$ cat src/rtl/cam_cmd_sequencer.sv
// CAM command sequencer: one command in flight, response 2 cycles after accept (plus strobe/tag wait), held until rsp_ready.
// Optional macro CAM_SEQ_SET_TIMEOUT_EN bounds the SET_HIGH tag wait and reports expiry as an error response.
module cam_cmd_sequencer #(
  parameter int NUM_BITS      = 32,
  parameter int NUM_CELLS     = 16,
  parameter int SEARCH_CYCLES = 10,
  parameter int SELECT_CYCLES = 5,
  parameter int WRITE_CYCLES  = 5,
  parameter int SET_TIMEOUT   = 1024
) (
  input  logic                  clk_48mhz,
  input  logic                  reset_n,
  input  logic                  cmd_valid,
  output logic                  cmd_ready,
  input  logic [3:0]            cmd_op,
  input  logic [NUM_BITS-1:0]   cmd_data,
  output logic                  rsp_valid,
  input  logic                  rsp_ready,
  output logic [NUM_BITS-1:0]   rsp_data,
  output logic                  rsp_err,
  output logic [NUM_BITS-1:0]   comparand,
  output logic [NUM_BITS-1:0]   mask,
  output logic                  perform_search,
  output logic                  set_line,
  output logic                  select_first,
  output logic [2*NUM_BITS-1:0] write_lines,
  input  logic [NUM_CELLS-1:0]  tag_wires,
  input  logic [NUM_BITS-1:0]   read_lines
);

  localparam logic [3:0] OP_SET_COMPARAND = 4'd1;
  localparam logic [3:0] OP_SET_MASK      = 4'd2;
  localparam logic [3:0] OP_SEARCH        = 4'd3;
  localparam logic [3:0] OP_SELECT_FIRST  = 4'd4;
  localparam logic [3:0] OP_SET_HIGH      = 4'd5;
  localparam logic [3:0] OP_SET_LOW       = 4'd6;
  localparam logic [3:0] OP_WRITE         = 4'd7;
  localparam logic [3:0] OP_READ          = 4'd8;
  localparam logic [3:0] OP_GET_TAGS      = 4'd9;
  localparam logic [3:0] OP_GET_COMPARAND = 4'd10;
  localparam logic [3:0] OP_GET_MASK      = 4'd11;

  // Zero-length pulses would be invisible to the CAM clock, so they are stretched to one cycle.
  localparam int SEARCH_N  = (SEARCH_CYCLES < 1) ? 1 : SEARCH_CYCLES;
  localparam int SELECT_N  = (SELECT_CYCLES < 1) ? 1 : SELECT_CYCLES;
  localparam int WRITE_N   = (WRITE_CYCLES  < 1) ? 1 : WRITE_CYCLES;
  localparam int MAX_SS    = (SEARCH_N > SELECT_N) ? SEARCH_N : SELECT_N;
  localparam int PULSE_MAX = (MAX_SS > WRITE_N) ? MAX_SS : WRITE_N;
  localparam int CNT_W     = $clog2(PULSE_MAX + 1);

  localparam logic [CNT_W-1:0] SEARCH_LD = CNT_W'(SEARCH_N - 1);
  localparam logic [CNT_W-1:0] SELECT_LD = CNT_W'(SELECT_N - 1);
  localparam logic [CNT_W-1:0] WRITE_LD  = CNT_W'(WRITE_N - 1);

  typedef enum logic [2:0] {IDLE, EXEC, PULSE, WAIT_TAGS, RESP} state_t;

  state_t                state, state_nxt;
  logic [3:0]            op_q;
  logic [NUM_BITS-1:0]   data_q;
  logic [CNT_W-1:0]      pulse_cnt;
  logic [NUM_BITS-1:0]   tags_ext;
  logic [2*NUM_BITS-1:0] wr_pattern;
  logic                  tags_full;
  logic                  tmo_hit;

`ifdef CAM_SEQ_SET_TIMEOUT_EN
  localparam int TMO_N = (SET_TIMEOUT < 1) ? 1 : SET_TIMEOUT;
  localparam int TMO_W = $clog2(TMO_N + 1);
  localparam logic [TMO_W-1:0] TMO_LAST = TMO_W'(TMO_N - 1);
  logic [TMO_W-1:0] tmo_cnt;
  assign tmo_hit = (tmo_cnt == TMO_LAST);
`else
  assign tmo_hit = 1'b0;
`endif

  assign cmd_ready = reset_n && (state == IDLE);
  assign rsp_valid = (state == RESP);
  assign tags_full = &tag_wires;

  always_comb begin
    tags_ext = '0;
    tags_ext[NUM_CELLS-1:0] = tag_wires;
  end

  // Each cell gets a dual-rail pair: even line writes a 1, odd line writes a 0; masked-off cells stay untouched.
  always_comb begin
    wr_pattern = '0;
    for (int i = 0; i < NUM_BITS; i++) begin
      wr_pattern[2*i]   = comparand[i] & mask[i];
      wr_pattern[2*i+1] = ~comparand[i] & mask[i];
    end
  end

  always_ff @(posedge clk_48mhz) begin
    if (!reset_n) state <= IDLE;
    else          state <= state_nxt;
  end

  always_comb begin
    state_nxt = state;
    case (state)
      IDLE:      if (cmd_valid && cmd_ready) state_nxt = EXEC;
      EXEC: begin
        case (op_q)
          OP_SEARCH, OP_SELECT_FIRST, OP_WRITE: state_nxt = PULSE;
          OP_SET_HIGH:                          state_nxt = WAIT_TAGS;
          default:                              state_nxt = RESP;
        endcase
      end
      PULSE:     if (pulse_cnt == '0) state_nxt = RESP;
      WAIT_TAGS: if (tags_full || tmo_hit) state_nxt = RESP;
      RESP:      if (rsp_ready) state_nxt = IDLE;
      default:   state_nxt = IDLE;
    endcase
  end

  always_ff @(posedge clk_48mhz) begin
    if (!reset_n) begin
      op_q           <= '0;
      data_q         <= '0;
      comparand      <= '0;
      mask           <= '0;
      perform_search <= 1'b0;
      select_first   <= 1'b0;
      set_line       <= 1'b0;
      write_lines    <= '0;
      rsp_data       <= '0;
      rsp_err        <= 1'b0;
      pulse_cnt      <= '0;
`ifdef CAM_SEQ_SET_TIMEOUT_EN
      tmo_cnt        <= '0;
`endif
    end else begin
      case (state)
        IDLE: begin
          if (cmd_valid && cmd_ready) begin
            op_q   <= cmd_op;
            data_q <= cmd_data;
          end
        end
        EXEC: begin
          case (op_q)
            OP_SET_COMPARAND: comparand <= data_q;
            OP_SET_MASK:      mask      <= data_q;
            OP_SEARCH: begin
              perform_search <= 1'b1;
              pulse_cnt      <= SEARCH_LD;
            end
            OP_SELECT_FIRST: begin
              select_first <= 1'b1;
              pulse_cnt    <= SELECT_LD;
            end
            OP_WRITE: begin
              write_lines <= wr_pattern;
              pulse_cnt   <= WRITE_LD;
            end
            OP_SET_HIGH: begin
              set_line <= 1'b1;
`ifdef CAM_SEQ_SET_TIMEOUT_EN
              tmo_cnt  <= '0;
`endif
            end
            OP_SET_LOW:       set_line <= 1'b0;
            OP_READ:          rsp_data <= read_lines;
            OP_GET_TAGS:      rsp_data <= tags_ext;
            OP_GET_COMPARAND: rsp_data <= comparand;
            OP_GET_MASK:      rsp_data <= mask;
            default:          rsp_err  <= (op_q > OP_GET_MASK);
          endcase
        end
        PULSE: begin
          if (pulse_cnt == '0) begin
            perform_search <= 1'b0;
            select_first   <= 1'b0;
            write_lines    <= '0;
          end else begin
            pulse_cnt <= pulse_cnt - CNT_W'(1);
          end
        end
        WAIT_TAGS: begin
`ifdef CAM_SEQ_SET_TIMEOUT_EN
          // On expiry set_line is left high; the host decides whether to SET_LOW.
          if (!tags_full) begin
            if (tmo_hit) begin
              rsp_err  <= 1'b1;
              rsp_data <= tags_ext;
            end else begin
              tmo_cnt <= tmo_cnt + TMO_W'(1);
            end
          end
`endif
        end
        RESP: begin
          if (rsp_ready) begin
            rsp_data <= '0;
            rsp_err  <= 1'b0;
          end
        end
        default: ;
      endcase
    end
  end

endmodule
$ cat config.mk
export PLATFORM = sky130hd
export DESIGN_NAME = cam_cmd_sequencer
export DESIGN_NICKNAME = d
export VERILOG_FILES = /design/src/rtl/cam_cmd_sequencer.sv
export SDC_FILE = /design/constraint.sdc
export NUM_CORES = 1
export LEC_CHECK = 0
export CAP_MARGIN = 25
export CORE_MARGIN = 8
export CORE_UTILIZATION = 55
export DETAILED_ROUTE_END_ITERATION = 7
export DONT_BUFFER_PORTS = 1
export PLACE_DENSITY = 0.73
export SYNTH_ARGS = -nofsm -noshare
export SYNTH_HDL_FRONTEND = slang
export SYNTH_SLANG_ARGS = --single-unit
export TNS_END_PERCENT = 5
$ cat constraint.sdc
create_clock -name clk_48mhz -period 1.9 [get_ports clk_48mhz]
set_input_delay 0.095 -clock clk_48mhz [delete_from_list [all_inputs] [get_ports clk_48mhz]]
set_output_delay 0.095 -clock clk_48mhz [all_outputs]
set_load 0.05 [all_outputs]
==> flow_metrics.env, run 1 <==
export IMPL_fillerInstances=1301
export IMPL_synth_top_family_by_area="simple AND/OR/NAND/NOR gates"
export IMPL_ys_seq_area_frac=0.463
export IMPL_synth_edff_count=0
export IMPL_vias_per_cell=6.02
export IMPL_grt_pass1_vias=7945
export IMPL_synthTopCellsByCount="290 x nand2_1, 207 x dfxtp_1, 140 x a21boi_1"
export IMPL_core_area_um2=15900
export IMPL_vdd_ir_drop_max_v=0.000740
export IMPL_die_y_um=144
export IMPL_crit_fanout=6
export IMPL_final_period_utilization=0.997
export IMPL_synth_largest_area_cell="dfxtp_1"
export IMPL_drive_above_1_share=0.167
export IMPL_io_pins=254
export IMPL_dr_pass1_iters=6
export IMPL_yosys_warnings=0
export IMPL_p_int_mw=7.37
export IMPL_crit_chain="or3b_4 > or3_4 > o21ai_4 > buf_6 > clkbuf_16 > nand4b_1 > a21boi_1"
export IMPL_cp_end_kind="flop"
export IMPL_place_hpwl_um=20000
export IMPL_crit_required_ns=2.32
export IMPL_syn_num_nets=1152
export IMPL_clockPowerShare=0.439
export IMPL_cts_tree="built"
export IMPL_critPathLaunch="state[0]$_SDFFE_PN0P_"
export IMPL_period_needed_ns=1.89
export IMPL_crit_path_start_kind="flop"
export IMPL_synth_top_area_share=0.463
export IMPL_slew_viol_final=0
export IMPL_drc=0
export IMPL_initial_core_util=0.563
export IMPL_fin_worst_skew_ns=0.0122
export IMPL_fin_area_um2=11200
export IMPL_timing_rr_start="state[0]$_SDFFE_PN0P_"
export IMPL_synthTopCellsByArea="dfxtp_1 46%, nand2_1 12%, a21boi_1 12%"
export IMPL_final_core_util=0.704
export IMPL_place_gp_congestion=0.829
export IMPL_dieArea_um2=20600
export IMPL_synthXorXnorAreaFrac=0
export IMPL_layout_nets=1260
export IMPL_drt_iter0_drc=753
export IMPL_postRouteAntennaNets=0
export IMPL_syn_area_per_cell_um2=8.42
export IMPL_seqPwrFrac=0.470
export IMPL_cts_sinks=207
export IMPL_async_flop_share=0
export IMPL_postSynthCellCount=1063
export IMPL_cts_clk_slew_worst_paths_ns=0.06
export IMPL_holdCritStartpoint="reset_n"
export IMPL_num_rows=46
export IMPL_die_w_um=144
export IMPL_port_buffers=0
export IMPL_final_setup_viol_count=0
export IMPL_yosysMostFrequentCell="nand2_1"
export IMPL_gr_total_overflow=0
export IMPL_cellPowerDensity_nw_per_um2=868
export IMPL_clock_latency_ns=0.49
export IMPL_fmax_mhz=528
export IMPL_worst_pin_slew_ns=0.804
export IMPL_numCtsBuffers=23
export IMPL_totalPowerFinal_mw=9.71
export IMPL_combinationalPowerShare=0.091
export IMPL_num_vias=8464
export IMPL_synth_area_um2=8950
export IMPL_synthSimpleGateAreaFrac=0.262
export IMPL_hold_violations=205
export IMPL_ys_flop_type="dfxtp_1"
export IMPL_wl_um=29800
export IMPL_grt_antenna_before_repair=3
export IMPL_ys_ff_latch=207
export IMPL_switchingPower_mw=2.34
export IMPL_synth_compound_area_frac=0.203
export IMPL_cts_buffer_depth=3
export IMPL_slew_headroom=0.464
export IMPL_grt_start_max_net_pins=212
export IMPL_synthAdderAreaFrac=0.00140
export IMPL_grt_total_usage=0.271
export IMPL_hold_slack_ns=-0.236
export IMPL_synth_cell_type_count=45
export IMPL_drv_cap=0
export IMPL_failed_checks="hold timing"
export IMPL_critPathSlowestCell="or3_4"
export IMPL_leakage_nw=4.22
export IMPL_post_dp_cell_area_um2=9920
export IMPL_area_growth_pct=25.0
export IMPL_status="complete, but fails checks"
export IMPL_slowest_delay_ns=0.41
export IMPL_hp_class="in2reg"
export IMPL_wl_per_cell_um=21.2
export IMPL_grt_pass1_wl_um=44800
export IMPL_p_sw_frac=0.241
export IMPL_synth_area_mux_share=0.0204
export IMPL_cts_root_buf="clkbuf_16"
export IMPL_critPathKind="reg2reg"
export IMPL_arrival_ns=2.31
export IMPL_rsz0062_at_grt="yes"
export IMPL_cts_htree_levels=1
[state kept, by name, summed over array words and instances, names as in the netlist, 3 cells and up]
signal       flops
write_lines     64
comparand       32
data_q          32
mask            32
rsp_data        32
op_q             4
pulse_cnt        4
state            3
[placed cells by master, fill, tap and decap left out, types with 6 or more instances in the layout]
cell type / n
nand4b_1: 32
a22oi_1: 18
dlygate4sd3_1: 38
mux2i_1: 16
clkinv_2: 6
nor2_1: 21
nor2b_1: 36
a31oi_1: 17
a21boi_1: 140
o221ai_1: 14
nand2_1: 289
buf_4: 125
o2bb2ai_1: 16
clkbuf_16: 25
dfxtp_1: 202
buf_12: 8
a21oi_1: 17
nand4_1: 36
nand3_1: 43
[layer usage]
layer / track usage / up-vias / share of wire / routed length [um]
li1: - / 3933 / - / -
met1: 0.346 / 4097 / 0.41 / 12300
met2: 0.444 / 367 / 0.47 / 14000
met3: 0.0607 / 67 / 0.091 / 2730
met4: 0.0924 / 0 / 0.027 / 816
met5: 0 / - / 0 / 0
[stage by stage]
step | std cells | setup TNS (ns) | setup slack (ns) | hold WS (ns)
6_report | 1407 | 0 | 0.00597 | -0.236
5_1_grt | 1406 | -0.264 | -0.0230 | -0.254
3_3_place_gp | 1318 | 0 | 0.0552 | 0.195
4_1_cts | 1400 | 0 | 0.0108 | -0.256
3_5_place_dp | 1318 | -0.0864 | -0.0202 | 0.199
2_1_floorplan | 1063 | -0.592 | -0.00843 | 0.194
[final cells by class]
cell class	count	area (um^2)	area share
Sequential cell	207	4150	0.371
Multi-Input combinational cell	758	4430	0.396
Tap cell	216	270	0.0242
Antenna cell	4	10.0	0.000895
Inverter	4	15.0	0.00134
Timing Repair Buffer	177	1570	0.141
Clock buffer	33	663	0.0593
Clock inverter	8	68.8	0.00615
[cell families (layout without fill, tap and decap cells)]
group,count (synthesis),count (layout)
buffers and inverters,98,222
flip-flops,207,207
adder cells (fa/ha/maj),1,1
AO/OA/AOI/OAI,246,246
other,0,4
AND/OR/NAND/NOR,494,494
multiplexers,17,17
[power groups by stage]
| stage | Sequential [mW] | Combinational (mW) | Clock, mW |
|---|---|---|---|
| 2_1_floorplan | 4.65 | 0.560 | 0 |
| 3_3_place_gp | 4.65 | 0.764 | 0 |
| 3_5_place_dp | 4.65 | 0.778 | 0 |
| 4_1_cts | 4.55 | 0.859 | 4.32 |
| 5_1_grt | 4.57 | 0.946 | 4.50 |
| 6_report | 4.56 | 0.885 | 4.27 |
[critical path, delay by kind of cell (launching register included)]
family	cells	cell delay, ns
and+or+nand+nor	3	0.89
buffers and inverters	2	0.34
DFF	1	0.31
AOI/OAI and AO/OA	2	0.29
[timing repair]
action,in CTS,in global routing
pin swaps,13,32
endpoints found under the setup margin,8,96
hold buffers,37,1
gates cloned,1,2
buffers inserted,3,1
hold endpoints to repair,207,207
gates resized for setup,6,10
[final timing paths]
check,cells past startpoint,slack (ns),endpoint
worst min register to register,2,0.45,mask[19]$_SDFFE_PN0P_
worst max-delay path,7,0.006,write_lines[15]$_SDFFE_PN0P_
worst max register to register,7,0.006,write_lines[15]$_SDFFE_PN0P_
worst min-delay path,1,-0.24,pulse_cnt[0]$_SDFFE_PN0P_
(Power assumes the default switching activity.)
==> inputs of run 2 (changes only) <==
Settings changed: CORE_ASPECT_RATIO set to 1.75.
==> run 2 against run 1 <==
Compared with the run above: the flow still finishes with violations (hold timing); flip-flop and latch count unchanged; non-clock buffer count unchanged; largest power group unchanged; critical endpoint is now state[1]$_SDFFE_PN0P_; cell area decreased by 1.5%; wire length decreased by 2.1%.
==> flow_metrics.env, run 2 (synthesis results as in run 1) <==
export IMPL_cellPowerDensity_nw_per_um2=842
export IMPL_gr_total_overflow=0
export IMPL_grt_antenna_before_repair=2
export IMPL_die_y_um=185
export IMPL_fillerInstances=1284
export IMPL_period_needed_ns=1.85
export IMPL_largest_reg_flops=64
export IMPL_core_area_um2=15900
export IMPL_fin_worst_skew_ns=0.0160
export IMPL_cts_sinks=207
export IMPL_area_growth_pct=23.2
export IMPL_final_common_cell="nand2_1"
export IMPL_hold_slack_ns=-0.220
export IMPL_slew_viol_final=0
export IMPL_layout_nets=1256
export IMPL_timing_rr_start="pulse_cnt[0]$_SDFFE_PN0P_"
export IMPL_drt_iter0_drc=595
export IMPL_grt_pass1_vias=8307
export IMPL_dieArea_um2=20800
export IMPL_critPathSlowestCell="dlygate4sd3_1"
export IMPL_num_vias=8398
export IMPL_r2r_end="state[1]$_SDFFE_PN0P_"
export IMPL_grt_pass1_wl_um=44900
export IMPL_postRouteAntennaNets=0
export IMPL_slowest_delay_ns=0.55
export IMPL_cts_tree="built"
export IMPL_arrival_ns=2.22
export IMPL_numCtsBuffers=19
export IMPL_failed_checks="hold timing"
export IMPL_worst_pin_slew_ns=0.606
export IMPL_grt_start_max_net_pins=212
export IMPL_ff2ff_path_depth=6
export IMPL_vias_per_cell=6.14
export IMPL_r2r_setup_slack_ns=0.05
export IMPL_num_rows=61
export IMPL_initial_core_util=0.564
export IMPL_cts_root_buf="clkbuf_16"
export IMPL_crit_path_start_kind="flop"
export IMPL_place_hpwl_um=19900
export IMPL_critical_path_depth=6
export IMPL_final_period_utilization=0.976
export IMPL_status="complete, but fails checks"
export IMPL_critPathLaunch="pulse_cnt[0]$_SDFFE_PN0P_"
export IMPL_slew_headroom=0.595
export IMPL_final_cell_mix="289 x nand2_1, 202 x dfxtp_1, 140 x a21boi_1"
export IMPL_cp_end_kind="flop"
export IMPL_critPathKind="reg2reg"
export IMPL_drv_cap=0
export IMPL_final_setup_viol_count=0
export IMPL_drc=0
export IMPL_cp_top_family="buffers and inverters"
export IMPL_dr_pass1_iters=5
export IMPL_fin_area_um2=11000
export IMPL_post_dp_cell_area_um2=9910
export IMPL_port_buffers=0
export IMPL_crit_buf_inv=2
export IMPL_io_pins=254
export IMPL_clock_latency_ns=0.49
export IMPL_place_gp_congestion=0.900
export IMPL_grt_total_usage=0.268
export IMPL_die_w_um=112
export IMPL_cts_clk_slew_worst_paths_ns=0.07
export IMPL_leakage_nw=4.14
export IMPL_finalSetupTns_ns=0
export IMPL_vdd_ir_drop_max_v=0.000760
export IMPL_drive_above_1_share=0.161
export IMPL_crit_required_ns=2.26
export IMPL_hp_class="in2reg"
export IMPL_fmax_mhz=539
export IMPL_cts_htree_levels=1
export IMPL_crit_fanout=3
export IMPL_wl_per_cell_um=21.3
export IMPL_worstSetupEndpoint="state[1]$_SDFFE_PN0P_"
export IMPL_rsz0062_at_grt="yes"
export IMPL_largest_register="write_lines"
export IMPL_hold_violations=202
export IMPL_wl_um=29200
export IMPL_cts_buffer_depth=3
export IMPL_crit_chain="inv_1 > ha_2 > nand2b_4 > o21a_2 > o31a_1 > dlygate4sd3_1"
-- run 2: repair_timing --
| action | 4_1_cts | 5_1_grt |
|---|---|---|
| gates resized for setup | 1 | 13 |
| hold buffers | 39 | 2 |
| hold endpoints to repair | 207 | 206 |
| pin swaps | 0 | 11 |
| setup buffers | 0 | 5 |
| setup endpoints to repair | 26 | 80 |
-- run 2: worst register-to-register path, stage by stage, from the launching register on --
cell           delay (ns)
dfxtp_1              0.32
inv_1                0.08
ha_2                 0.21
nand2b_4             0.06
o21a_2               0.23
o31a_1               0.29
dlygate4sd3_1        0.55
-- run 2: power by group --
part | internal (mW) | total (mW) | switching, mW
Combinational | 0.375 | 0.876 | 0.501
Sequential | 4.44 | 4.55 | 0.115
Clock | 2.23 | 3.85 | 1.62
-- run 2: worst min-delay path by stage --
stage / start / to / slack, ns / cells past startpoint
4_1_cts: reset_n / state[0]$_SDFFE_PN0P_ / -0.26 / 1
5_1_grt: reset_n / state[0]$_SDFFE_PN0P_ / -0.25 / 1
3_5_place_dp: cmd_data[5] / data_q[5]$_SDFFE_PN0P_ / 0.20 / 2
6_report: reset_n / op_q[3]$_SDFFE_PN0P_ / -0.22 / 2
3_3_place_gp: cmd_data[4] / data_q[4]$_SDFFE_PN0P_ / 0.20 / 2
2_1_floorplan: cmd_data[0] / data_q[0]$_SDFFE_PN0P_ / 0.19 / 2
-- run 2: per-layer routing --
metal  vias up  global-route usage  part of all wire
li1       3911                   -                 -
met1      3992               0.276              0.35
met2       402               0.493              0.51
met3        93              0.0698             0.087
met4         0               0.129             0.045
met5         -                   0                 0
-- run 2: final cells by class --
type / count / area, um^2 / area share
tap: 189 / 236 / 0.0215
clock inverter: 6 / 83.8 / 0.00761
timing repair buffer: 177 / 1560 / 0.141
multi-input combinational: 758 / 4440 / 0.403
inverter: 4 / 15.0 / 0.00136
clock buffer: 25 / 528 / 0.0479
antenna: 2 / 5.00 / 0.000454
sequential: 207 / 4150 / 0.377
-- run 2: through the flow --
step | util | total power [mW] | instances | setup slack, ns
final | 0.694 | 9.27 | 1368 | 0.0459
after global routing | 0.694 | 9.59 | 1368 | -0.0278
after CTS | 0.688 | 9.31 | 1359 | 0.0187
after detailed placement | 0.624 | 5.42 | 1289 | -0.0244
after global placement | 0.624 | 5.41 | 1289 | -0.0579
after floorplan | - | 5.21 | 1063 | -0.00843
==> inputs of run 3 (changes only) <==
Settings changed: ABC_AREA set to 1.
==> run 3 against run 2 <==
Compared with the run above: the flow still finishes with violations (hold timing); power up 57%; synthesized area down 4.6%; synthesized cell count up 6.7%; register-to-register slack about the same; worst hold slack better by 0.21 ns; clock-buffer cell count up 2; via count up 4.5%; global-route usage up 3.8 points; cell area down 1.1%; non-clock buffer count up 38; maximum frequency up 0.74%; largest cell class is now sequential cells.
==> flow_metrics.env, run 3 <==
export IMPL_status="complete, but fails checks"
export IMPL_failed_checks="hold timing"
export IMPL_slew_viol_final=0
export IMPL_io_pins=254
export IMPL_place_gp_congestion=0.873
export IMPL_dr_pass1_iters=5
export IMPL_r2r_setup_slack_ns=0.06
export IMPL_arrival_ns=2.26
export IMPL_ys_ff_latch=207
export IMPL_area_growth_pct=27.7
export IMPL_cts_sinks=207
export IMPL_drive_above_1_share=0.155
export IMPL_yosysMostFrequentCell="nand2_1"
export IMPL_holdCritStartpoint="reset_n"
export IMPL_synthAdderAreaFrac=0.00147
export IMPL_gr_total_overflow=0
export IMPL_grt_start_max_net_pins=128
export IMPL_slew_headroom=0.432
export IMPL_crit_required_ns=2.32
export IMPL_wl_per_cell_um=21.2
export IMPL_final_setup_viol_count=0
export IMPL_layout_nets=1384
export IMPL_port_buffers=0
export IMPL_cts_tree="built"
export IMPL_r2r_end="comparand[28]$_SDFFE_PN0P_"
export IMPL_timing_rr_start="op_q[3]$_SDFFE_PN0P_"
export IMPL_final_common_cell="nand2_1"
export IMPL_rsz0062_at_grt="yes"
export IMPL_dieArea_um2=19900
export IMPL_core_area_um2=15300
export IMPL_cellPowerDensity_nw_per_um2=1340
export IMPL_largest_register="write_lines"
export IMPL_num_vias=8774
export IMPL_totalPowerFinal_mw=14.6
export IMPL_syn_num_nets=1223
export IMPL_drc=0
export IMPL_num_rows=60
export IMPL_synth_compound_area_frac=0.200
export IMPL_die_w_um=110
export IMPL_fmax_mhz=543
export IMPL_crit_path_start_kind="flop"
export IMPL_finalSetupTns_ns=0
export IMPL_drt_iter0_drc=570
export IMPL_largest_reg_flops=64
export IMPL_ff2ff_path_depth=7
export IMPL_hold_violations=1
export IMPL_min_to="comparand[31]$_SDFFE_PN0P_"
export IMPL_cts_htree_levels=1
export IMPL_ys_seq_area_frac=0.485
export IMPL_synth_top_area_share=0.485
export IMPL_switchingPower_mw=6.14
export IMPL_seqPwrFrac=0.432
export IMPL_initial_core_util=0.557
export IMPL_synthSimpleGateAreaFrac=0.232
export IMPL_final_period_utilization=0.969
export IMPL_leakage_nw=4.35
export IMPL_grt_antenna_before_repair=1
export IMPL_clock_latency_ns=0.49
export IMPL_p_int_mw=8.43
export IMPL_synth_area_um2=8540
export IMPL_cts_root_buf="clkbuf_16"
export IMPL_grt_pass1_wl_um=47500
export IMPL_synthXorXnorAreaFrac=0
export IMPL_grt_total_usage=0.306
export IMPL_synth_largest_area_cell="dfxtp_1"
export IMPL_combinationalPowerShare=0.318
export IMPL_synth_area_mux_share=0
export IMPL_vdd_ir_drop_max_v=0.00101
export IMPL_worst_hold_path_num_cells=3
export IMPL_postRouteAntennaNets=0
export IMPL_grt_pass1_vias=8668
export IMPL_synthTopCellsByCount="283 x nand2_1, 207 x dfxtp_1, 150 x a21oi_1"
export IMPL_vias_per_cell=5.88
export IMPL_critPathKind="reg2reg"
export IMPL_die_y_um=181
export IMPL_p_sw_frac=0.422
export IMPL_postSynthCellCount=1134
export IMPL_synth_top_family_by_area="simple AND/OR/NAND/NOR gates"
export IMPL_hold_slack_ns=-0.0149
export IMPL_crit_fanout=8
export IMPL_async_flop_share=0
export IMPL_postCtsSetupRepairBufs=0
export IMPL_period_needed_ns=1.84
export IMPL_cts_clk_slew_worst_paths_ns=0.07
export IMPL_cp_end_kind="flop"
export IMPL_worst_pin_slew_ns=0.849
export IMPL_yosys_warnings=0
export IMPL_wl_um=31600
export IMPL_hp_class="in2reg"
export IMPL_ys_flop_type="dfxtp_1"
export IMPL_syn_area_per_cell_um2=7.53
export IMPL_clockPowerShare=0.249
export IMPL_place_hpwl_um=21900
export IMPL_final_cell_mix="282 x nand2_1, 202 x dfxtp_1, 150 x a21oi_1"
export IMPL_numCtsBuffers=19
export IMPL_cts_buffer_depth=3
export IMPL_synth_edff_count=0
export IMPL_synth_cell_type_count=33
export IMPL_fin_worst_skew_ns=0.0112
export IMPL_drv_cap=0
export IMPL_synthTopCellsByArea="dfxtp_1 49%, nand2_1 12%, a21oi_1 8.8%"
## run 3: cell types whose count changed after synthesis, moves of 32 or more
cell | previous run | this run
o21ai_0 | 4 | 94
o21ai_1 | 2 | 39
clkbuf_1 | 61 | 26
a21boi_1 | 140 | 0
inv_1 | 4 | 55
nor2b_1 | 37 | 0
nor2_1 | 22 | 68
a21oi_1 | 18 | 150
nand4b_1 | 32 | 0
## run 3: timing repair
action | CTS | global route
gates resized for setup | 0 | 9
hold buffers | 81 | 0
hold endpoints to repair | 176 | 0
setup endpoints to repair | 0 | 34
## run 3: metal layers
layer / up-vias / GRT usage / wire [um] / share of wire
met2: 472 / 0.531 / 15900 / 0.50
met1: 4067 / 0.293 / 9950 / 0.31
li1: 4114 / - / - / -
met4: 0 / 0.229 / 2500 / 0.079
met5: - / 0 / 0 / 0
met3: 121 / 0.0841 / 3250 / 0.10
## run 3: cells by family (layout without fill, tap and decap cells)
kind of cell	after synthesis	in the layout
buffers and inverters	146	317
other	0	1
adders and majority gates	1	1
DFF	207	207
AOI/OAI and AO/OA	319	320
and+or+nand+nor	461	461
## run 3: worst max-delay path by stage
stage,from,endpoint,cells after the start
after floorplan,state[1]$_SDFFE_PN0P_,rsp_data[13]$_SDFFE_PN0P_,9
after global placement,op_q[2]$_SDFFE_PN0P_,rsp_data[27]$_SDFFE_PN0P_,6
after detailed placement,op_q[2]$_SDFFE_PN0P_,rsp_data[20]$_SDFFE_PN0P_,6
after CTS,op_q[3]$_SDFFE_PN0P_,comparand[31]$_SDFFE_PN0P_,7
after global routing,state[2]$_SDFFE_PN0P_,comparand[28]$_SDFFE_PN0P_,7
final,op_q[3]$_SDFFE_PN0P_,comparand[28]$_SDFFE_PN0P_,7
## run 3: area by class of cell
class	instances	area, um^2
well taps	186	233
clock inverters	5	32.5
flip-flops and latches	207	4150
inverters	70	265
diodes	1	2.50
multi-input cells	782	3730
repair buffers	215	1940
clock buffers	27	546
fillers	1242	4420
## run 3: stage by stage
stage / hold slack (ns) / utilization / setup slack (ns) / instance area (um^2) / instances
global placement: 0.212 / 0.618 / 0.185 / 9460 / 1378
floorplan: 0.208 / - / 0.314 / 8540 / 1134
detailed placement: 0.213 / 0.618 / 0.0598 / 9460 / 1378
global route: 0.00125 / 0.712 / -0.0420 / 10900 / 1493
CTS: 0.00503 / 0.709 / 0.0280 / 10900 / 1491
finish: -0.0149 / 0.712 / 0.0595 / 10900 / 1493
## run 3: power by group through the flow
stage	Sequential [mW]	Combinational, mW	Clock [mW]
global route	6.37	4.98	3.85
global placement	6.35	4.27	0
floorplan	7.08	2.42	0
detailed placement	6.36	4.35	0
finish	6.30	4.64	3.64
CTS	6.27	4.55	3.68
## run 3: worst max-delay path, stage by stage (launching register included)
cell,delay (ns)
dfxtp_4,0.37
nor2_4,0.16
inv_2,0.08
nor3_4,0.26
buf_6,0.17
o21ai_1,0.06
dlygate4sd3_1,0.56
a21oi_1,0.11
